File: src/rtl/ground_state_scroller.sv
// ground_state_scroller: wrapping ground x-offset generator
// with a saturating, periodically accelerating scroll speed.
module ground_state_scroller #(
  parameter int GROUND_WIDTH = 1200,
  parameter int SPEED_INIT   = 2,
  parameter int SPEED_MAX    = 15,
  parameter int ACCEL_TICKS  = 1000
) (
  input  logic        clk_100Hz,
  input  logic        rst,
  input  logic        run,
  output logic [15:0] ground_x,
  output logic [3:0]  speed,
  output logic        wrap
);

  localparam int CW =
    (ACCEL_TICKS > 1) ? $clog2(ACCEL_TICKS) : 1;

  localparam logic [CW-1:0] ACC_LAST =
    CW'(ACCEL_TICKS - 1);
  localparam logic [16:0] GW17 =
    17'(GROUND_WIDTH);
  localparam logic [3:0] SMAX =
    4'(SPEED_MAX);
  localparam logic [3:0] SINIT =
    4'(SPEED_INIT);

  logic [15:0]   r_x;
  logic [3:0]    r_speed;
  logic [CW-1:0] r_acc;
  logic          r_wrap;

  logic [16:0]   w_sum;
  logic          w_wrap;
  logic [15:0]   w_x_next;
  logic          w_acc_last;
  logic [3:0]    w_speed_inc;
  logic [CW-1:0] w_acc_next;

  // Full-width step and wrap compare, plus the
  // saturating speed increment and accel counter step.
  always_comb begin
    w_sum       = {1'b0, r_x} + {13'd0, r_speed};
    w_wrap      = (w_sum >= GW17);
    w_x_next    = w_sum[15:0];
    if (w_wrap) begin
      w_x_next  = 16'(w_sum - GW17);
    end
    w_acc_last  = (r_acc == ACC_LAST);
    w_acc_next  = r_acc + CW'(1);
    if (w_acc_last) begin
      w_acc_next = '0;
    end
    w_speed_inc = r_speed + 4'd1;
    if (r_speed >= SMAX) begin
      w_speed_inc = SMAX;
    end
  end

  // Position and wrap pulse: advance on running ticks,
  // wrap pulse clears on every other tick.
  always_ff @(posedge clk_100Hz) begin
    if (rst) begin
      r_x    <= '0;
      r_wrap <= 1'b0;
    end else if (run) begin
      r_x    <= w_x_next;
      r_wrap <= w_wrap;
    end else begin
      r_wrap <= 1'b0;
    end
  end

  // Acceleration: count running ticks and bump speed
  // once per interval; progress holds while frozen.
  always_ff @(posedge clk_100Hz) begin
    if (rst) begin
      r_acc   <= '0;
      r_speed <= SINIT;
    end else if (run) begin
      r_acc <= w_acc_next;
      if (w_acc_last) begin
        r_speed <= w_speed_inc;
      end
    end
  end

  assign ground_x = r_x;
  assign speed    = r_speed;
  assign wrap     = r_wrap;

endmodule

File: config.mk
export PLATFORM = sky130hd
export DESIGN_NAME = ground_state_scroller
export DESIGN_NICKNAME = d
export VERILOG_FILES = /design/src/rtl/ground_state_scroller.sv
export SDC_FILE = /design/constraint.sdc
export NUM_CORES = 1
export LEC_CHECK = 0
export BUFFER_PORTS_ARGS = -buffer_cell sky130_fd_sc_hd__buf_2
export CAP_MARGIN = 5
export CORE_ASPECT_RATIO = 2
export CORE_UTILIZATION = 45
export CTS_BUF_LIST = sky130_fd_sc_hd__clkbuf_4
export DETAILED_ROUTE_END_ITERATION = 6
export HOLD_SLACK_MARGIN = 0.15
export PLACE_DENSITY = 0.63
export REMOVE_ABC_BUFFERS = 1
export SLEW_MARGIN = 25
export SYNTH_ARGS = -nofsm -noshare
export SYNTH_HDL_FRONTEND = slang
export SYNTH_SLANG_ARGS = --single-unit
File: constraint.sdc
create_clock -name clk_100Hz -period 8 [get_ports clk_100Hz]
set_clock_uncertainty 0.1 [all_clocks]
set_input_delay 1.6 -clock clk_100Hz [delete_from_list [all_inputs] [get_ports clk_100Hz]]
set_output_delay 1.6 -clock clk_100Hz [all_outputs]
set_load 0.005 [all_outputs]
==> results.rst, run 1 <==
.. list-table::
   :header-rows: 1

   * - Metric
     - Value
   * - First-pass GRT wire length
     - around 9600 um
   * - Max frequency
     - about 260 MHz
   * - Critical register-to-register path startpoint
     - speed[0]$_SDFFE_PP0P_
   * - Relative contribution of the clock network to total power
     - between 10% and 20%
   * - Die Wd
     - about 53 um
   * - Power density over the cells
     - around 270 mW/mm2
   * - Die Outline Area
     - approximately 0.0056 mm2
   * - Clock transition at the registers of the reported paths
     - 0.11 ns
   * - Largest net degree at the start of global routing
     - 38
   * - Post-Synthesis Mean Instance Area
     - about 8 um2
   * - Via density per instance
     - approximately 6.0
   * - Net switching component of the power
     - about 0.0003 W
   * - Placer Congestion
     - slightly above 0.9
   * - Register area
     - roughly 620 um2
   * - Total number of yosys warnings
     - 0
   * - Data arrival, critical path
     - 4.04 ns
   * - Total number of vias
     - about 2200
   * - EDFF count, synth
     - 0
   * - TritonCTS clock tree
     - done
   * - Worst flop-to-flop path endpoint
     - ground_x[6]$_SDFFE_PP0P_
   * - Number of instances in the synthesized netlist
     - 294
   * - Run status
     - finished, final reports clean
   * - Slew at the pin closest to its max-slew limit
     - 0.7957 ns
   * - Most common cell in the netlist
     - nor2_1
   * - Setup Buffers After CTS
     - 0
   * - Kind of launch point of the worst setup path
     - flip-flop
   * - CTS Buf Count
     - 5
   * - Initial drt markers
     - 36
   * - Grt peak-use layer
     - met2
   * - Fraction of registers with async set or reset after synthesis
     - 0%
   * - Post-Syn Area
     - around 0.0024 mm2
   * - Fill cell instance count of the final layout
     - ~540
   * - Number of antenna-violating nets in the routed design
     - 0
   * - Top-Level Pins
     - 24
   * - Share of power burned in combinational logic
     - between 40% and 50%
   * - Setup repair after global routing missed its margin
     - false
   * - Worst Reg-to-Reg Cells
     - 13
   * - Commonest cells in the synthesized netlist
     - nor2_1, dfxtp_1, nand3_1, a21oi_1, nand2_1
   * - Max Root-Sink Buffers
     - 2
   * - Critical setup path kind
     - reg2reg
   * - Placeable core region
     - between 0.005 and 0.006 mm2
   * - Worst min-delay path startpoint
     - ground_x[3]$_SDFFE_PP0P_
   * - Routed wire length
     - approximately 5900 um
   * - Grt met2 use
     - between 40% and 50%
   * - Maximum fanout count along the critical path
     - 6
   * - Post-synthesis cell type count
     - 65
   * - N_diodes
     - 0
   * - Count of final hold-check violations
     - 0
   * - Slew HR
     - between 40 and 50%
   * - Most used DFF post-synth
     - dfxtp_1
   * - Fraction of the cycle the final worst path needs
     - between 40% and 50%
   * - Port Buf Inserts
     - 23
   * - Minimum clock period
     - around 3.9 ns
   * - Main area contributors after synthesis
     - dfxtp_1, nor2_1, xnor2_1
   * - Htree depth
     - 2
   * - Fraction of final layout cells with drive strength greater than 1
     - between 15 and 20%
   * - Maximum VDD drop
     - 0.1580 mV
   * - Pre-Repair DR Iteration Count
     - 4
   * - Number of sinks handled by clock tree synthesis
     - 31
   * - Hold Path Stages
     - 2
   * - Final setup violation count
     - 0
   * - Worst R2R Setup Slack
     - a little over 4 ns
   * - Proportion of synthesized chip area in sequential cells
     - between 20% and 30%
   * - Top-area cell type share of the netlist area
     - between 20% and 30%
   * - Total count of max-transition violations in the final report
     - 0
   * - Critical Path End Type
     - flip-flop
   * - Sequential power share
     - between 30% and 40%
   * - Int Power
     - between 0.0003 and 0.0004 W
   * - Nets
     - 317
   * - Number of core rows
     - 37
   * - Starting density of the core
     - between 40% and 50%
   * - Worst Hold Path EP
     - ground_x[3]$_SDFFE_PP0P_
   * - Number of global-route vias before repair
     - ~2000
   * - Proportion of total power due to net switching
     - a little over two fifths
   * - GR Layer Usage met3
     - about 3.8%
   * - Area leader, netlist
     - dfxtp_1
   * - Number of gates resized after CTS
     - 0
   * - Combined area of the multi-input logic cells
     - 0.001603 mm2
   * - Per-cell routed wire length
     - around 16 um
   * - Required time of the worst setup path
     - 8.15 ns
   * - Number of buffers inserted by hold repair at cts
     - 0
   * - Synth-to-layout area growth
     - 6.681%
   * - Clock insertion delay at the later pin of the skew report
     - 0.35 ns
   * - Dpl hpwl
     - 4244 um
   * - Max-cap violation count
     - 0
   * - DRC errors left
     - 0
   * - Clock Root Buffer
     - clkbuf_4
   * - Global Route met1 Usage
     - 24.71%
   * - Antenna violations before repair
     - 0
   * - GRT Resource Usage Total
     - roughly 23%
   * - Class of the worst hold path
     - reg2reg
   * - Static leakage
     - 0.9475 nW
   * - Die height
     - approximately 100 um
   * - Min Hold Slack
     - between 0.3 and 0.4 ns
   * - Overflow left after global routing
     - 0
   * - Synth Register Bits
     - 31
   * - Setup tns final
     - 0 ns
-- placed cells by master, fill, tap and decap left out, drive strengths merged, types with 9 or more instances in the layout --
cell	n
dfxtp	31
nand2	15
xnor2	14
a21oi	16
nor2	39
mux2i	9
nand3	17
nor3	12
o21ai	15
buf	23
-- logic make-up after synthesis --
group	synth area share, %
AO/OA/AOI/OAI	23.01
flip-flops	26.30
buffers and inverters	5.780
AND/OR/NAND/NOR	26.72
multiplexers	5.885
adder cells (fa/ha/maj)	4.560
XOR/XNOR	7.741
-- cell type report --
| type | count | area share, % |
|---|---|---|
| Tap cell | 58 | 2.883 |
| Clock inverter | 3 | 1.541 |
| Sequential cell | 31 | 24.65 |
| Timing Repair Buffer | 23 | 4.573 |
| Inverter | 8 | 1.193 |
| Multi-Input combinational cell | 237 | 63.67 |
| Clock buffer | 5 | 1.491 |
-- power by group through the flow --
stage               Clock (W)  Combinational, W  Sequential, W
finish               0.000125          0.000329       0.000233
global placement            0          0.000325       0.000235
global route         0.000135          0.000362       0.000239
floorplan                   0          0.000245       0.000226
CTS                  0.000129          0.000329       0.000233
detailed placement          0          0.000326       0.000236
-- worst max-delay path, cell delays in order, from the launching register on --
cell	delay, ns
dfxtp_1	0.37
ha_1	0.25
fa_1	0.45
a21o_1	0.24
a21oi_1	0.24
xnor2_1	0.15
ha_1	0.24
nand3_1	0.11
a2111oi_2	0.42
o311ai_2	0.21
o21a_1	0.29
a21oi_2	0.17
mux2i_1	0.23
mux2_1	0.34
-- through the flow --
stage / area [um2] / power, W / instances / worst slack [ns] / util, %
finish: 2517 / 0.0006869 / 365 / 4.102 / 49.43
global route: 2517 / 0.0007363 / 365 / 3.878 / 49.43
CTS: 2517 / 0.0006910 / 365 / 4.107 / 49.43
detailed placement: 2441 / 0.0005623 / 357 / 4.170 / 47.94
global placement: 2441 / 0.0005604 / 357 / 4.258 / 47.94
floorplan: 2253 / 0.0004712 / 276 / 4.475 / -
-- worst max-delay path by stage --
| stage | start | to | slack, ns | depth (start not counted) |
|---|---|---|---|---|
| after global routing | speed[0]$_SDFFE_PP0P_ | ground_x[6]$_SDFFE_PP0P_ | 3.88 | 13 |
| final | speed[0]$_SDFFE_PP0P_ | ground_x[6]$_SDFFE_PP0P_ | 4.10 | 13 |
| after global placement | speed[0]$_SDFFE_PP0P_ | ground_x[6]$_SDFFE_PP0P_ | 4.26 | 13 |
| after CTS | speed[0]$_SDFFE_PP0P_ | ground_x[6]$_SDFFE_PP0P_ | 4.11 | 13 |
| after floorplan | speed[0]$_SDFFE_PP0P_ | ground_x[6]$_SDFFE_PP0P_ | 4.48 | 13 |
| after detailed placement | speed[0]$_SDFFE_PP0P_ | ground_x[6]$_SDFFE_PP0P_ | 4.17 | 13 |
-- routing by layer --
metal / vias to the layer above / wire, um
met5: - / 0
met4: 0 / 171
met3: 12 / 125
met2: 34 / 3226
met1: 1053 / 2341
li1: 1106 / -
-- state kept, by name, summed over array words and instances, names as in the netlist --
name,cells
wrap,1
r_acc,10
speed,4
ground_x,16
No activity file was read; power rests on OpenSTA's default activity.
==> run 2, diff against run 1 <==
Settings changed: PLACE_DENSITY 0.63 to 0.65.
Clock period 8 ns to 3.4 ns, I/O delays scaled along.
==> run 2 against run 1 <==
Against the previous run: critical path type unchanged; combinational power grew to 2.6 times the previous value; largest cell class unchanged; utilization up 4.4 points; largest power group unchanged; highest routed layer unchanged; critical path depth did not move; non-clock buffer count up 23; critical endpoint unchanged; first-iteration DRC count increased by 14%; die area did not move; routed wire length is 6.0% higher.
==> results.rst, run 2 (synthesis gave the netlist of run 1 again) <==
.. list-table::
   :header-rows: 1

   * - Metric
     - Value
   * - Maximum VDD drop
     - 0.3048 mV (+93%)
   * - Delay contributed by the slowest stage of the critical path
     - 0.36 ns (-0.09 ns)
   * - Worst flop-to-flop path endpoint
     - ground_x[6]$_SDFFE_PP0P_
   * - TritonCTS clock tree
     - done
   * - Number of sinks handled by clock tree synthesis
     - 31 (unchanged)
   * - Commonest non-fill, non-tap cells in the layout
     - nor2_1, dfxtp_1, buf_2, buf_4, nand3_1
   * - Synth-to-layout area growth
     - 16.12%
   * - Cell type with the highest occurrence count on the critical path
     - a21oi_2
   * - Kind of launch point of the worst setup path
     - flip-flop
   * - Die Wd
     - 53.21 um (unchanged)
   * - Top-Level Pins
     - 24 (unchanged)
   * - Slew HR
     - 56.72% (+10 points)
   * - Die Outline Area
     - 0.005555 mm2 (unchanged)
   * - Most common cell after layout, fill and taps aside
     - nor2_1
   * - Required time of the worst setup path
     - 3.55 ns (-4.60 ns)
   * - Worst Hold Path EP
     - ground_x[3]$_SDFFE_PP0P_
   * - Number of antenna-violating nets in the routed design
     - 0 (unchanged)
   * - Slowest stage cell on the critical path
     - a2111oi_4
   * - Clock insertion delay at the later pin of the skew report
     - 0.35 ns (about the same)
   * - Number of global-route vias before repair
     - 2214 (+11%)
   * - Port Buf Inserts
     - 23 (unchanged)
   * - Power density over the cells
     - 587.5 mW/mm2 (+120%)
   * - Placeable core region
     - 0.005092 mm2 (unchanged)
   * - Initial drt markers
     - 41 (+14%)
   * - Slew at the pin closest to its max-slew limit
     - 0.6492 ns (-0.1465 ns)
   * - N_diodes
     - 0 (unchanged)
   * - Number of core rows
     - 37 (unchanged)
   * - Die height
     - 104.4 um (unchanged)
   * - Setup repair after global routing missed its margin
     - true
   * - Overflow left after global routing
     - 0 (unchanged)
   * - Fraction of the cycle the final worst path needs
     - 98.45% (+50 points)
   * - Via density per instance
     - 6.052 (+0.18%)
   * - Total number of vias
     - 2336 (+5.9%)
   * - Critical Path End Type
     - flip-flop
   * - Worst min-delay path startpoint
     - ground_x[3]$_SDFFE_PP0P_
   * - Post-Place Setup Slack
     - -0.09312 ns (-4.263 ns)
   * - Fraction of final layout cells with drive strength greater than 1
     - 27.44% (+9.5 points)
   * - Max-cap violation count
     - 0 (unchanged)
   * - Worst-case setup margin in the final layout
     - 0.05277 ns (-4.049 ns)
   * - DRC errors left
     - 0 (unchanged)
   * - Hold Path Stages
     - 2 (unchanged)
   * - Dpl hpwl
     - 4592 um (+8.2%)
   * - Clock transition at the registers of the reported paths
     - 0.10 ns (about the same)
   * - Antenna violations before repair
     - 0 (unchanged)
   * - Class of the worst hold path
     - reg2reg
   * - Routed wire length
     - 6218 um (+6.0%)
   * - Worst R2R Setup Slack
     - 0.05 ns (-4.05 ns)
   * - Largest net degree at the start of global routing
     - 38 (unchanged)
   * - Placer Congestion
     - 0.9853 (+5.5%)
   * - CTS Buf Count
     - 5 (unchanged)
   * - Count of final hold-check violations
     - 0 (unchanged)
   * - Data arrival, critical path
     - 3.49 ns (-0.55 ns)
   * - Critical setup path kind
     - reg2reg
   * - Run status
     - finished, final reports clean
   * - Worst Reg-to-Reg Cells
     - 13 (unchanged)
   * - Static leakage
     - 1.057 nW (+12%)
   * - Fill cell instance count of the final layout
     - 518 (-4.8%)
   * - GRT Resource Usage Total
     - 24.72% (+1.7 points)
   * - Starting density of the core
     - 46.34% (unchanged)
   * - Pre-Repair DR Iteration Count
     - 4 (unchanged)
   * - Final setup violation count
     - 0 (unchanged)
   * - Total count of max-transition violations in the final report
     - 0 (unchanged)
   * - Critical register-to-register path startpoint
     - ground_x[0]$_SDFFE_PP0P_
   * - Max Root-Sink Buffers
     - 2 (unchanged)
   * - Clock Root Buffer
     - clkbuf_4
   * - Maximum fanout count along the critical path
     - 4 (-2)
   * - First-pass GRT wire length
     - 10270 um (+7.4%)
   * - Final standard cell utilization of the core
     - 53.81% (+4.4 points)
   * - Max frequency
     - 298.8 MHz (+16%)
   * - Crit path cell chain
     - ha_4 > fa_2 > a21o_1 > a21oi_2 > xnor2_1 > ha_2 > nand3_2 > a2111oi_4 > o311ai_4 > o21a_2 > a21oi_2 > mux2i_1 > mux2_1
   * - Htree depth
     - 2 (unchanged)
   * - Max reg flops
     - 16 (unchanged)
   * - Minimum clock period
     - 3.347 ns (-0.5506 ns)
   * - Per-cell routed wire length
     - 16.11 um (+0.25%)
   * - Nets
     - 340 (+7.3%)
## run 2: cell type report
class / instances / area, um2 / share of cell area [%]
inverter: 8 / 30.03 / 1.096
timing repair buffer: 46 / 287.8 / 10.50
tap: 58 / 72.57 / 2.648
multi-input combinational: 237 / 1680 / 61.32
sequential: 31 / 624.3 / 22.79
clock buffer: 6 / 45.04 / 1.644
## run 2: repair_timing
item | 4_1_cts | 5_1_grt
buffers inserted | 0 | 1
hold buffers | 0 | 0
endpoints found under the hold margin | 0 | 0
endpoints found under the setup margin | 8 | 10
cloned | 0 | 0
gates resized for setup | 2 | 14
pin swaps | 3 | 8
## run 2: worst max-delay path: cells and delay by family, from the launching register on
family / cells / cell delay, ns
adder cells (fa/ha/maj): 3 / 0.72
XOR/XNOR: 1 / 0.15
AO/OA/AOI/OAI: 6 / 1.33
AND/OR/NAND/NOR: 1 / 0.08
multiplexers: 2 / 0.54
flip-flops: 1 / 0.34
## run 2: per-stage QoR
stage	hold WS (ns)	total power [W]	instances	setup TNS (ns)	cell area, um2
detailed placement	0.3799	0.001377	379	-0.2432	2606
global route	0.4417	0.001718	386	-0.2110	2740
global placement	0.3749	0.001372	379	0	2606
CTS	0.3948	0.001597	385	0	2668
finish	0.3934	0.001610	386	0	2740
floorplan	0.3726	0.001109	276	-0.3283	2253
## run 2: power by group
part / internal (W) / switching [W] / total (W) / leakage (nW)
Sequential: 0.000425 / 0.000128 / 0.000552 / 0.254
Combinational: 0.000394 / 0.000451 / 0.000845 / 0.776
Clock: 0.0000814 / 0.000131 / 0.000213 / 0.0276
Total: 0.000899 / 0.000710 / 0.00161 / 1.06
## run 2: layer usage
| layer | global-route usage, % | wire [um] | vias up |
|---|---|---|---|
| met2 | 41.61 | 3322 | 57 |
| met1 | 26.22 | 2340 | 1101 |
| met3 | 4.532 | 201 | 27 |
| met5 | 0 | 0 | - |
| li1 | - | - | 1151 |
| met4 | 16.17 | 354 | 0 |
## run 2: worst max path at each step
stage / from / to / slack (ns) / cells past startpoint
final: ground_x[0]$_SDFFE_PP0P_ / ground_x[6]$_SDFFE_PP0P_ / 0.05 / 13
after global routing: ground_x[0]$_SDFFE_PP0P_ / ground_x[6]$_SDFFE_PP0P_ / -0.08 / 13
after CTS: ground_x[0]$_SDFFE_PP0P_ / ground_x[15]$_SDFFE_PP0P_ / 0.05 / 11
after detailed placement: ground_x[0]$_SDFFE_PP0P_ / ground_x[6]$_SDFFE_PP0P_ / -0.09 / 13
after global placement: ground_x[0]$_SDFFE_PP0P_ / ground_x[6]$_SDFFE_PP0P_ / 0.009 / 13
after floorplan: speed[0]$_SDFFE_PP0P_ / ground_x[6]$_SDFFE_PP0P_ / -0.12 / 13
==> run 3, diff against run 2 <==
--- a/config.mk
+++ b/config.mk
@@ -16,2 +16,3 @@
 export REMOVE_ABC_BUFFERS = 1
+export SETUP_SLACK_MARGIN = 0.15
 export SLEW_MARGIN = 25
==> constraint.sdc (replaced) <==
create_clock -name clk_100Hz -period 3.4 [get_ports clk_100Hz]
set_clock_uncertainty 0.1 [all_clocks]
set_input_delay 0.17 -clock clk_100Hz [delete_from_list [all_inputs] [get_ports clk_100Hz]]
set_output_delay 0.17 -clock clk_100Hz [all_outputs]
set_load 0.005 [all_outputs]
==> run 3 against run 2 <==
Against the previous run: setup slack improved by 0.032 ns; global-route usage is 0.69 points higher; sequential share of layout area down 0.57 points; register-to-register slack improved by 0.03 ns; worst hold slack worse by 0.17 ns; critical path depth decreased by 1; non-clock buffer count up 2; routed wire length up 2.7%; largest power group unchanged; die area stayed put; via count grew 0.98%.
==> results.rst, run 3 (synthesis gave the netlist of run 1 again) <==
.. list-table::
   :header-rows: 1

   * - Metric
     - Value
   * - Run status
     - finished, final reports clean
   * - Overflow left after global routing
     - 0 (unchanged)
   * - Critical Path End Type
     - flip-flop
   * - Detailed-routed wire length on met3
     - 206 um (+2.5%)
   * - Required time of the worst setup path
     - 3.55 ns (about the same)
   * - Antenna violations before repair
     - 0 (unchanged)
   * - Kind of launch point of the worst setup path
     - flip-flop
   * - Die Outline Area
     - 0.005555 mm2 (unchanged)
   * - Worst-case setup margin in the final layout
     - 0.08461 ns (+0.03184 ns)
   * - Max-cap violation count
     - 0 (unchanged)
   * - Routed wire length
     - 6387 um (+2.7%)
   * - Post-placement cell area
     - 0.002606 mm2 (unchanged)
   * - Max Root-Sink Buffers
     - 2 (unchanged)
   * - Htree depth
     - 2 (unchanged)
   * - Post-route cell area
     - 0.002805 mm2 (+2.4%)
   * - Tot Pwr
     - 0.001696 W (+5.3%)
   * - Commonest non-fill, non-tap cells in the layout
     - nor2_1, dfxtp_1, buf_4
   * - Worst Reg-to-Reg Cells
     - 12 (-1)
   * - Number of sinks handled by clock tree synthesis
     - 31 (unchanged)
   * - Die Wd
     - 53.21 um (unchanged)
   * - Class of the worst hold path
     - in2reg
   * - TritonCTS clock tree
     - done
   * - Placer Congestion
     - 0.9685 (-1.7%)
   * - Clock Root Buffer
     - clkbuf_4
   * - Starting density of the core
     - 46.34% (unchanged)
   * - Fraction of final layout cells with drive strength greater than 1
     - 29.82% (+2.4 points)
   * - Slew HR
     - 45.94% (-11 points)
   * - Nets
     - 342 (+0.59%)
   * - Placeable core region
     - 0.005092 mm2 (unchanged)
   * - DRC errors left
     - 0 (unchanged)
   * - N_diodes
     - 0 (unchanged)
   * - Hold Path Stages
     - 2 (unchanged)
   * - Critical setup path kind
     - reg2reg
   * - Minimum clock period
     - 3.315 ns (-0.03184 ns)
   * - Top-Level Pins
     - 24 (unchanged)
   * - Number of core rows
     - 37 (unchanged)
   * - Maximum VDD drop
     - 0.3767 mV (+24%)
   * - Pre-Repair DR Iteration Count
     - 5 (+1)
   * - Per-cell routed wire length
     - 16.38 um (+1.7%)
   * - Met2 wire length
     - 3489 um (+5.0%)
   * - Max frequency
     - 301.6 MHz (+0.96%)
   * - GRT Resource Usage Total
     - 25.41% (+0.69 points)
   * - Max reg flops
     - 16 (unchanged)
   * - Final setup violation count
     - 0 (unchanged)
   * - Uppermost layer routed
     - met4
   * - Maximum fanout count along the critical path
     - 4 (unchanged)
   * - Synth-to-layout area growth
     - 18.88%
   * - First-pass GRT wire length
     - 10470 um (+1.9%)
   * - Static leakage
     - 1.094 nW (+3.5%)
   * - Clock transition at the registers of the reported paths
     - 0.10 ns (about the same)
   * - Number of antenna-violating nets in the routed design
     - 0 (unchanged)
   * - Largest net degree at the start of global routing
     - 38 (unchanged)
   * - Fraction of the cycle the final worst path needs
     - 97.51% (-0.94 points)
   * - Most common cell after layout, fill and taps aside
     - nor2_1
   * - Wire length on met1
     - 2375 um (+1.5%)
   * - Power density over the cells
     - 604.4 mW/mm2 (+2.9%)
   * - Data arrival, critical path
     - 3.46 ns (-0.03 ns)
   * - Post-Place Setup Slack
     - -0.1316 ns (-0.03845 ns)
   * - Number of global-route vias before repair
     - 2160 (-2.4%)
   * - Number of buffers inserted by hold repair at cts
     - 0 (unchanged)
   * - Via density per instance
     - 6.049 (about the same)
   * - Count of final hold-check violations
     - 0 (unchanged)
   * - Die height
     - 104.4 um (unchanged)
   * - Setup repair after global routing missed its margin
     - true
   * - Dpl hpwl
     - 4670 um (+1.7%)
   * - Clock insertion delay at the later pin of the skew report
     - 0.35 ns (about the same)
   * - Total number of vias
     - 2359 (+0.98%)
   * - Slew at the pin closest to its max-slew limit
     - 0.8047 ns (+0.1555 ns)
   * - Port Buf Inserts
     - 23 (unchanged)
   * - Total count of max-transition violations in the final report
     - 0 (unchanged)
   * - CTS Buf Count
     - 5 (unchanged)
   * - Initial drt markers
     - 54 (+32%)
## run 3: worst max-delay path: stages (launching register included)
cell      delay (ns)
dfxtp_2         0.35
ha_4            0.16
fa_2            0.34
buf_4           0.16
a211o_4         0.37
a311oi_4        0.35
buf_4           0.17
buf_4           0.11
o311ai_2        0.13
o21a_2          0.27
a21oi_2         0.16
mux2i_1         0.21
mux2_1          0.34
## run 3: through the flow
stage               util, %  cells  hold slack, ns  setup TNS (ns)
global route          55.09    390          0.2642               0
global placement      51.18    379          0.3736               0
finish                55.09    390          0.2192               0
detailed placement    51.18    379          0.3775         -0.3548
CTS                   53.00    387          0.2221               0
floorplan                 -    276          0.1391         -0.3283
## run 3: report_power, final
part	internal, W	switching [W]
registers	0.000424	0.000128
clock network	0.0000964	0.000137
logic	0.000428	0.000483
## run 3: cell type report
type | instances | area, um2
timing repair buffer | 48 | 302.8
fill | 516 | 2287
clock buffer | 7 | 52.55
multi-input combinational | 237 | 1719
inverter | 8 | 30.03
sequential | 31 | 623.1
clock inverter | 1 | 5.005
tap | 58 | 72.57
## run 3: path summary, 6_finish.rpt
| kind | start | endpoint | slack, ns |
|---|---|---|---|
| max | ground_x[0]$_SDFFE_PP0P_ | ground_x[6]$_SDFFE_PP0P_ | 0.08 |
| min | rst | ground_x[12]$_SDFFE_PP0P_ | 0.22 |
| max reg2reg | ground_x[0]$_SDFFE_PP0P_ | ground_x[6]$_SDFFE_PP0P_ | 0.08 |
| min reg2reg | ground_x[3]$_SDFFE_PP0P_ | ground_x[3]$_SDFFE_PP0P_ | 0.39 |
## run 3: what timing repair did
action / in CTS / in global routing
pin swaps: 7 / 6
buffers inserted: 0 / 3
endpoints found under the setup margin: 12 / 11
gates resized for setup: 8 / 16
## run 3: routing by layer
| metal | vias to the layer above | global-route usage (%) |
|---|---|---|
| met1 | 1131 | 26.72 |
| met2 | 49 | 44.20 |
| li1 | 1155 | - |
| met5 | - | 0 |
| met3 | 24 | 4.240 |
| met4 | 0 | 14.66 |
